--- config.mk ---
export PLATFORM = sky130hd
export DESIGN_NAME = matrix_tile_scheduler
export DESIGN_NICKNAME = d
export VERILOG_FILES = /design/src/rtl/matrix_tile_scheduler.sv
export SDC_FILE = /design/constraint.sdc
export NUM_CORES = 1
export LEC_CHECK = 0
export CAP_MARGIN = 20
export CORE_MARGIN = 3
export CORE_UTILIZATION = 49
export CTS_CLUSTER_DIAMETER = 80
export DETAILED_ROUTE_END_ITERATION = 10
export PLACE_DENSITY = 0.81
export SYNTH_ARGS = -nofsm -noshare
export SYNTH_HDL_FRONTEND = slang
export SYNTH_SLANG_ARGS = --single-unit
--- constraint.sdc ---
create_clock -name clk -period 3.8 [get_ports clk]
set_input_delay 0.76 -clock clk [delete_from_list [all_inputs] [get_ports clk]]
set_output_delay 0.76 -clock clk [all_outputs]
set_load 0.02 [all_outputs]
--- src/rtl/matrix_tile_scheduler.sv ---
// Walks the C tile grid of one matrix-multiply job in row-major order and
// issues one per-tile descriptor at a time to the 8x8 MAC-array controller.
module matrix_tile_scheduler #(
  parameter int TILE      = 8,
  parameter int M_TILES_W = 8
) (
  input  logic                 clk,
  input  logic                 rst,
  input  logic                 job_valid,
  output logic                 job_ready,
  input  logic [14:0]          job_a_base,
  input  logic [16:0]          job_b_base,
  input  logic [14:0]          job_c_base,
  input  logic [14:0]          job_a_line,
  input  logic [16:0]          job_b_line,
  input  logic [14:0]          job_c_line,
  input  logic [11:0]          job_k,
  input  logic [M_TILES_W-1:0] job_m_tiles,
  input  logic [M_TILES_W-1:0] job_n_tiles,
  output logic                 ctrl_valid,
  output logic [14:0]          ctrl_a_addr,
  output logic [16:0]          ctrl_b_addr,
  output logic [14:0]          ctrl_c_addr,
  output logic [14:0]          ctrl_a_line,
  output logic [16:0]          ctrl_b_line,
  output logic [14:0]          ctrl_c_line,
  output logic [11:0]          ctrl_matrix_n,
  input  logic                 req_valid,
  output logic                 busy,
  output logic                 done
);

  typedef enum logic [1:0] {IDLE = 2'd0, ISSUE = 2'd1, DONE = 2'd2} state_t;

  localparam logic [M_TILES_W-1:0] ONE = {{(M_TILES_W-1){1'b0}}, 1'b1};

  state_t                 state;
  state_t                 state_next;
  logic [M_TILES_W-1:0]   tile_i;
  logic [M_TILES_W-1:0]   tile_j;
  logic [M_TILES_W-1:0]   m_tiles;
  logic [M_TILES_W-1:0]   n_tiles;
  logic [16:0]            b_base;
  logic [14:0]            c_row_base;
  logic [14:0]            c_stride;
  logic                   transfer;
  logic                   last_col;
  logic                   last_row;
  logic                   job_empty;

  always_comb begin
    state_next = state;
    transfer   = (state == ISSUE) && req_valid;
    last_col   = (tile_j == (n_tiles - ONE));
    last_row   = (tile_i == (m_tiles - ONE));
    job_empty  = (job_m_tiles == '0) || (job_n_tiles == '0) || (job_k == 12'd0);
    case (state)
      IDLE: begin
        if (job_valid) begin
          state_next = job_empty ? DONE : ISSUE;
        end else begin
          state_next = IDLE;
        end
      end
      ISSUE: begin
        if (transfer && last_col && last_row) begin
          state_next = DONE;
        end else begin
          state_next = ISSUE;
        end
      end
      DONE:    state_next = IDLE;
      default: state_next = IDLE;
    endcase
  end

  // Status flags are registered from the next state so they line up with it.
  always_ff @(posedge clk) begin
    if (rst) begin
      state         <= IDLE;
      job_ready     <= 1'b1;
      ctrl_valid    <= 1'b0;
      busy          <= 1'b0;
      done          <= 1'b0;
      tile_i        <= '0;
      tile_j        <= '0;
      m_tiles       <= '0;
      n_tiles       <= '0;
      b_base        <= 17'd0;
      c_row_base    <= 15'd0;
      c_stride      <= 15'd0;
      ctrl_a_addr   <= 15'd0;
      ctrl_b_addr   <= 17'd0;
      ctrl_c_addr   <= 15'd0;
      ctrl_a_line   <= 15'd0;
      ctrl_b_line   <= 17'd0;
      ctrl_c_line   <= 15'd0;
      ctrl_matrix_n <= 12'd0;
    end else begin
      state      <= state_next;
      job_ready  <= (state_next == IDLE);
      ctrl_valid <= (state_next == ISSUE);
      busy       <= (state_next != IDLE);
      done       <= (state_next == DONE);
      if ((state == IDLE) && job_valid) begin
        tile_i        <= '0;
        tile_j        <= '0;
        m_tiles       <= job_m_tiles;
        n_tiles       <= job_n_tiles;
        b_base        <= job_b_base;
        c_row_base    <= job_c_base;
        c_stride      <= job_c_line << $clog2(TILE);
        ctrl_a_addr   <= job_a_base;
        ctrl_b_addr   <= job_b_base;
        ctrl_c_addr   <= job_c_base;
        ctrl_a_line   <= job_a_line;
        ctrl_b_line   <= job_b_line;
        ctrl_c_line   <= job_c_line;
        ctrl_matrix_n <= job_k;
      end else if (transfer) begin
        // Addresses advance by accumulation; wrap is the natural modulo of each width.
        if (last_col) begin
          tile_j      <= '0;
          ctrl_b_addr <= b_base;
          if (!last_row) begin
            tile_i      <= tile_i + ONE;
            ctrl_a_addr <= ctrl_a_addr + 15'd1;
            c_row_base  <= c_row_base + c_stride;
            ctrl_c_addr <= c_row_base + c_stride;
          end else begin
            tile_i      <= tile_i;
            ctrl_a_addr <= ctrl_a_addr;
            c_row_base  <= c_row_base;
            ctrl_c_addr <= ctrl_c_addr;
          end
        end else begin
          tile_j      <= tile_j + ONE;
          ctrl_b_addr <= ctrl_b_addr + 17'd1;
          ctrl_c_addr <= ctrl_c_addr + 15'd1;
        end
      end else begin
        tile_i <= tile_i;
      end
    end
  end

endmodule

-- Word-level counts from Yosys, hierarchy flattened
Cells that the tools add are included.
- register bits: 188
- bits in latches: 0
- bits in writable memories: 0
- memory bits (read-only): 0
- input port bits: 126
- output and inout bits: 110
- logic and storage cells: 72
- memories: 0
- add/subtract/negate cells: 8
- $mul: 0
- divide/modulo/power cells: 0
- $lt $le $gt $ge: 0
- eq/ne operators: 7
- shift operators: 0
- multiplexer cells: 19
- bitwise operators: 1
- reductions and logical operators: 18
- operators with widths (kind ; number):
    $mux 15 ; 11
    $mux 17 ; 3
    $add 15x1->15 const B ; 2
    $add 17x1->17 const B ; 1
    $add 8x1->8 const B ; 2
    $eq 8x8->1 ; 2
    $logic_not 8->1 ; 2
    $sub 8x1->8 const B ; 2
    $add 15x15->15 ; 1
    $logic_not 12->1 ; 1
    $mux 8 ; 1
    $mux 2 ; 3
    $reduce_and 3->1 ; 2
    $reduce_bool 2->1 ; 3
    $eq 2x1->1 const B ; 2
    $logic_and 1x1->1 ; 4
    $logic_not 2->1 ; 2
    $pmux 2 s2 ; 1
    $ne 3x2->1 const B ; 1
    $eq 2x2->1 const B ; 1
    $logic_or 1x1->1 ; 2
    $ne 2x1->1 const B ; 1
    $reduce_and 2->1 ; 1
    $reduce_or 2->1 ; 1
    $not 1->1 ; 1

-- Longest topological paths before layout
- word-level depth: 7
- depth in mapped cells: 11
- depth with buffers taken out: 10

-- Worst setup path after synthesis
No wires, ideal clock.
- path kind: register to register
- from: register n_tiles[0]
- to: register tile_i[4]
- setup time: 0.071 ns
- data arrival time: 2.807 ns
- data required time: 3.729 ns
- setup slack: 0.923 ns
- stages on the path, launching flop included: 11
- buffers on the path: 1
- clock period less this slack: 2.877 ns
- cells stage by stage: dfxtp_1 > inv_1 > ha_1 > and2_1 > o21a_1 > o31ai_1 > nand3_1 > or4_4 > buf_2 > or4_1 > a21oi_1
- longest elaborated chain between the ends: 3
- RTL lines (element ; RTL line ; source):
    start: declaration ; 42 ; logic [M_TILES_W-1:0] n_tiles;
    start signal: assignment ; 109 ; n_tiles <= job_n_tiles;
    $sub 8x1->8 ; 54 ; last_col = (tile_j == (n_tiles - ONE));
    $eq 8x8->1 ; 54 ;
    $reduce_and 3->1 (no source line) ; - ;
    end signal: assignment ; 126 ; tile_i <= tile_i + ONE;
    end signal: assignment ; 131 ; tile_i <= tile_i;
    end signal: assignment ; 142 ; tile_i <= tile_i;
    end: declaration ; 39 ; logic [M_TILES_W-1:0] tile_i;
Every way passes these cells.
A chain may end at the register's enable or synchronous reset.

-- Worst setup path in the final report
- from: register n_tiles[0]
- to: register c_row_base[7]
- longest elaborated chain between the ends: 4
- RTL lines (element ; RTL line ; source):
    $sub 8x1->8 ; 54 ;
    $eq 8x8->1 ; 54 ;
    $reduce_bool 2->1 (no source line) ; - ;
    $reduce_and 3->1 (no source line) ; - ;
    end signal: assignment ; 111 ; c_row_base <= job_c_base;
    end signal: assignment ; 128 ; c_row_base <= c_row_base + c_stride;
    end signal: assignment ; 133 ; c_row_base <= c_row_base;
    end: declaration ; 44 ; logic [14:0] c_row_base;
Every way passes these cells.

==> impl_metrics.xml <==
<?xml version="1.0" encoding="UTF-8"?>
<metrics>
  <group name="routing">
    <metric name="routed_wl" unit="um">27500</metric>
    <metric name="via_count" unit="">9239</metric>
    <metric name="drt-initial-drc-count" unit="">749</metric>
    <metric name="viasPerCell" unit="">5.86</metric>
    <metric name="drc_errors" unit="">0</metric>
    <metric name="detail_route.wl_per_cell" unit="um">17.4</metric>
    <metric name="ant_nets" unit="">0</metric>
    <metric name="firstDrtPassIters" unit="">6</metric>
  </group>
  <group name="power_and_ir_drop">
    <metric name="ir_worst_vdd" unit="V">0.000359</metric>
    <metric name="power_frac_clock" unit="">0.363</metric>
    <metric name="share_of_total_power_in_combinational_logic" unit="">0.210</metric>
    <metric name="internal_dissipation" unit="uW">3450</metric>
    <metric name="power_leakage" unit="uW">0.00435</metric>
    <metric name="power_switching" unit="uW">1440</metric>
    <metric name="seq_power_share" unit="">0.428</metric>
    <metric name="switching_share" unit="">0.294</metric>
    <metric name="pwr_density_cell" unit="nW/um^2">408</metric>
  </group>
  <group name="cells_and_area">
    <metric name="drive_above_1_share" unit="">0.0503</metric>
    <metric name="areaGrowthSynthToFinish" unit="%">34.9</metric>
    <metric name="antenna_diode_count" unit="">0</metric>
    <metric name="finish.net_count" unit="">1484</metric>
  </group>
  <group name="floorplanning">
    <metric name="die_width" unit="um">141</metric>
    <metric name="top_level_ports" unit="">236</metric>
    <metric name="floorplan.core_area" unit="um^2">17500</metric>
    <metric name="fp.dieH" unit="um">141</metric>
    <metric name="std_cell_rows" unit="">48</metric>
    <metric name="die-area" unit="um^2">19800</metric>
    <metric name="initial_utilization" unit="">0.506</metric>
  </group>
  <group name="critical_path">
    <metric name="rr_worst_depth" unit="">10</metric>
    <metric name="timing.critical_path.from_type" unit="">flop</metric>
    <metric name="end_kind" unit="">flop</metric>
    <metric name="cp_data_arrival_time" unit="ns">3.52</metric>
    <metric name="setup.worst_path.class" unit="">reg2reg</metric>
    <metric name="r2r_setup_slack" unit="ns">0.59</metric>
    <metric name="required" unit="ns">4.11</metric>
    <metric name="reg2reg_from" unit="">n_tiles[0]</metric>
    <metric name="worst_r2r_endpoint" unit="">c_row_base[7]</metric>
    <metric name="cp_max_fo" unit="">28</metric>
  </group>
  <group name="timing">
    <metric name="fin_crit" unit="ns">3.21</metric>
    <metric name="slew_headroom" unit="">0.371</metric>
    <metric name="final.setup_skew" unit="ns">0.0103</metric>
    <metric name="hold_viol_final" unit="">0</metric>
    <metric name="final-setup-viol-count" unit="">0</metric>
    <metric name="rsz0062_at_grt" unit="">no</metric>
    <metric name="fin_crit_sh" unit="">0.846</metric>
    <metric name="timing.final.ws_setup" unit="ns">0.586</metric>
    <metric name="max_slew_violation_total_from_the_final_report" unit="">0</metric>
    <metric name="fin_setup_tns" unit="ns">0</metric>
    <metric name="fin_hold_ws" unit="ns">0.453</metric>
    <metric name="fmaxAchievable" unit="GHz">0.311</metric>
    <metric name="tightestPinTransition" unit="ns">0.940</metric>
  </group>
  <group name="clocking">
    <metric name="tritoncts" unit="">built</metric>
    <metric name="cts_sinks" unit="">176</metric>
    <metric name="cts_root_buf" unit="">clkbuf_16</metric>
    <metric name="worst_setup_hold_path_clk_slew" unit="ns">0.06</metric>
    <metric name="cts_inserted_buffers" unit="">17</metric>
    <metric name="ctsResizeCount" unit="">0</metric>
    <metric name="post_cts_hold_buffer_count" unit="">0</metric>
    <metric name="postCtsSetupRepairBufs" unit="">0</metric>
    <metric name="clk-insertion-delay-late" unit="ns">0.43</metric>
    <metric name="max-clock-path-buffers" unit="">2</metric>
    <metric name="cts_max_level" unit="">4</metric>
  </group>
  <group name="yosys">
    <metric name="syn_area" unit="um^2">8880</metric>
    <metric name="synth.cells.most_frequent" unit="">nand2_1, dfxtp_1, a21oi_1</metric>
    <metric name="synth-edff-count" unit="">0</metric>
    <metric name="synth.largest_area_cell" unit="">dfxtp_1</metric>
    <metric name="synth_cell_types" unit="">64</metric>
    <metric name="synthArstFlopShare" unit="">0</metric>
    <metric name="yosys_register_bits" unit="">176</metric>
    <metric name="netlist_instances" unit="">1142</metric>
    <metric name="post-synth-top-area-fraction" unit="">0.397</metric>
    <metric name="synth_area_leaders" unit="">dfxtp_1, nand2_1, a21oi_1, o21ai_0, xnor2_1</metric>
    <metric name="mean_post_synth_cell_area" unit="um^2">7.78</metric>
    <metric name="synth.yosys.warnings" unit="">0</metric>
    <metric name="mappedNetlistNets" unit="">1287</metric>
    <metric name="post-synth-top-count-cell" unit="">nand2_1</metric>
    <metric name="synth_ff_type" unit="">dfxtp_1</metric>
    <metric name="post_synthesis_sequential_area_ratio" unit="">0.397</metric>
  </group>
  <group name="status">
    <metric name="result_of_the_run" unit="">finished, final reports clean</metric>
  </group>
  <group name="place">
    <metric name="gp_congestion" unit="">0.869</metric>
    <metric name="numPortBuffers" unit="">235</metric>
    <metric name="place.detailed.hpwl" unit="um">19100</metric>
    <metric name="post-place-ws" unit="ns">0.445</metric>
  </group>
  <group name="global_route">
    <metric name="globalRouteTotalUtil" unit="">0.272</metric>
    <metric name="overflow_after_grt" unit="">0</metric>
    <metric name="grt_first_pass_wirelength" unit="um">44600</metric>
    <metric name="initial_antenna_violation_count" unit="">1</metric>
    <metric name="grt_start_max_net_pins" unit="">87</metric>
    <metric name="first_global_vias" unit="">8887</metric>
  </group>
  <group name="hold_path">
    <metric name="cell_depth_of_the_worst_min_delay_path" unit="">2</metric>
    <metric name="worstHoldStart" unit="">ctrl_b_line[11]</metric>
    <metric name="hold_path_class" unit="">reg2reg</metric>
    <metric name="holdPathEnd" unit="">ctrl_b_line[11]</metric>
  </group>
  <group name="run">
    <metric name="drv_cap" unit="">0</metric>
  </group>
</metrics>
==> power by group through the flow <==
stage          Sequential, uW  Clock [uW]  Combinational, uW
5_1_grt                  2110        1870               1110
4_1_cts                  2090        1790               1020
3_3_place_gp             2120           0               1000
2_1_floorplan            2210           0                458
6_report                 2090        1770               1030
3_5_place_dp             2130           0               1010
==> how the worst max path moves through the flow <==
stage                    start              to  cells past startpoint
floorplan           n_tiles[0]       tile_i[4]                     10
global placement     req_valid  c_row_base[11]                      7
detailed placement   req_valid  c_row_base[14]                      7
CTS                 n_tiles[0]   c_row_base[7]                     10
global route        n_tiles[0]  ctrl_c_addr[5]                     10
finish              n_tiles[0]   c_row_base[7]                     10
==> placed cells by master, fill, tap and decap left out, types with 3 or more instances in the layout <==
master and instances:
nand2_1 242, clkdlybuf4s50_1 234, dfxtp_1 176, a21oi_1 126, o21ai_0 58, nor2_1 56, nand3_1 35, nor3_1 35
xnor2_1 33, inv_1 24, xor2_1 23, a211oi_1 21, buf_4 19, ha_1 18, clkbuf_16 17, nand4_1 16
a31oi_1 14, and4_1 13, or3_1 13, a311oi_1 13, and3_1 11, mux2i_1 11, o211ai_1 11, nor4_1 10
a221oi_1 8, and2_1 7, nand3b_1 7, or4_1 7, a311o_1 7, o21a_1 5, o31ai_1 5, clkinvlp_4 5
o311ai_0 4, o22ai_1 4, a21boi_0 4, or2_2 3, nor2b_1 3, or4b_2 3, a21o_1 3
==> state kept, by name, indices dropped and copies added (netlist names) <==
register       count
tile_i             8
c_row_base        15
tile_j             8
ctrl_a_line       15
done               1
ctrl_valid         1
busy               1
m_tiles            8
ctrl_c_line       15
ctrl_b_line       17
state              2
ctrl_c_addr       15
n_tiles            8
ctrl_matrix_n     12
job_ready          1
b_base            17
ctrl_b_addr       17
ctrl_a_addr       15
==> worst max-delay path: stages (launching register included) <==
cell and delay, ns:
dfxtp_1 0.42, inv_1 0.07, ha_1 0.27, and2_1 0.22, o21a_1 0.20, o31ai_1 0.28, nand3_1 0.14, or4_4 0.69
buf_4 0.28, and4_1 0.23, a311o_1 0.28
==> area by class of cell <==
class	count	area, um^2
Sequential cell	176	3520
Fill cell	1442	5560
Tap cell	225	282
Multi-Input combinational cell	866	4990
Timing Repair Buffer	254	2500
Clock inverter	12	134
Inverter	24	90.1
Clock buffer	20	457
==> stage by stage <==
step / utilization / total power (uW) / area (um^2) / std cells
2_1_floorplan: - / 2660 / 8880 / 1142
3_3_place_gp: 0.650 / 3120 / 11400 / 1545
3_5_place_dp: 0.650 / 3140 / 11400 / 1545
4_1_cts: 0.683 / 4910 / 12000 / 1577
5_1_grt: 0.683 / 5090 / 12000 / 1577
6_report: 0.683 / 4880 / 12000 / 1577
==> per-layer routing <==
| metal | global-route usage | part of all wire |
|---|---|---|
| met4 | 0.0887 | 0.025 |
| met5 | 0 | 0.00047 |
| met1 | 0.335 | 0.41 |
| met3 | 0.0834 | 0.089 |
| met2 | 0.456 | 0.48 |
==> kinds of logic after synthesis <==
logic type | Yosys count | synth area share
buffers and inverters | 100 | 0.0427
and+or+nand+nor | 475 | 0.252
xor gates and xnor gates | 56 | 0.0552
muxes | 12 | 0.0137
adders and majority gates | 19 | 0.0276
AOI/OAI and AO/OA | 304 | 0.212
DFF | 176 | 0.397
Note: power is estimated with default switching activity, not from simulation.
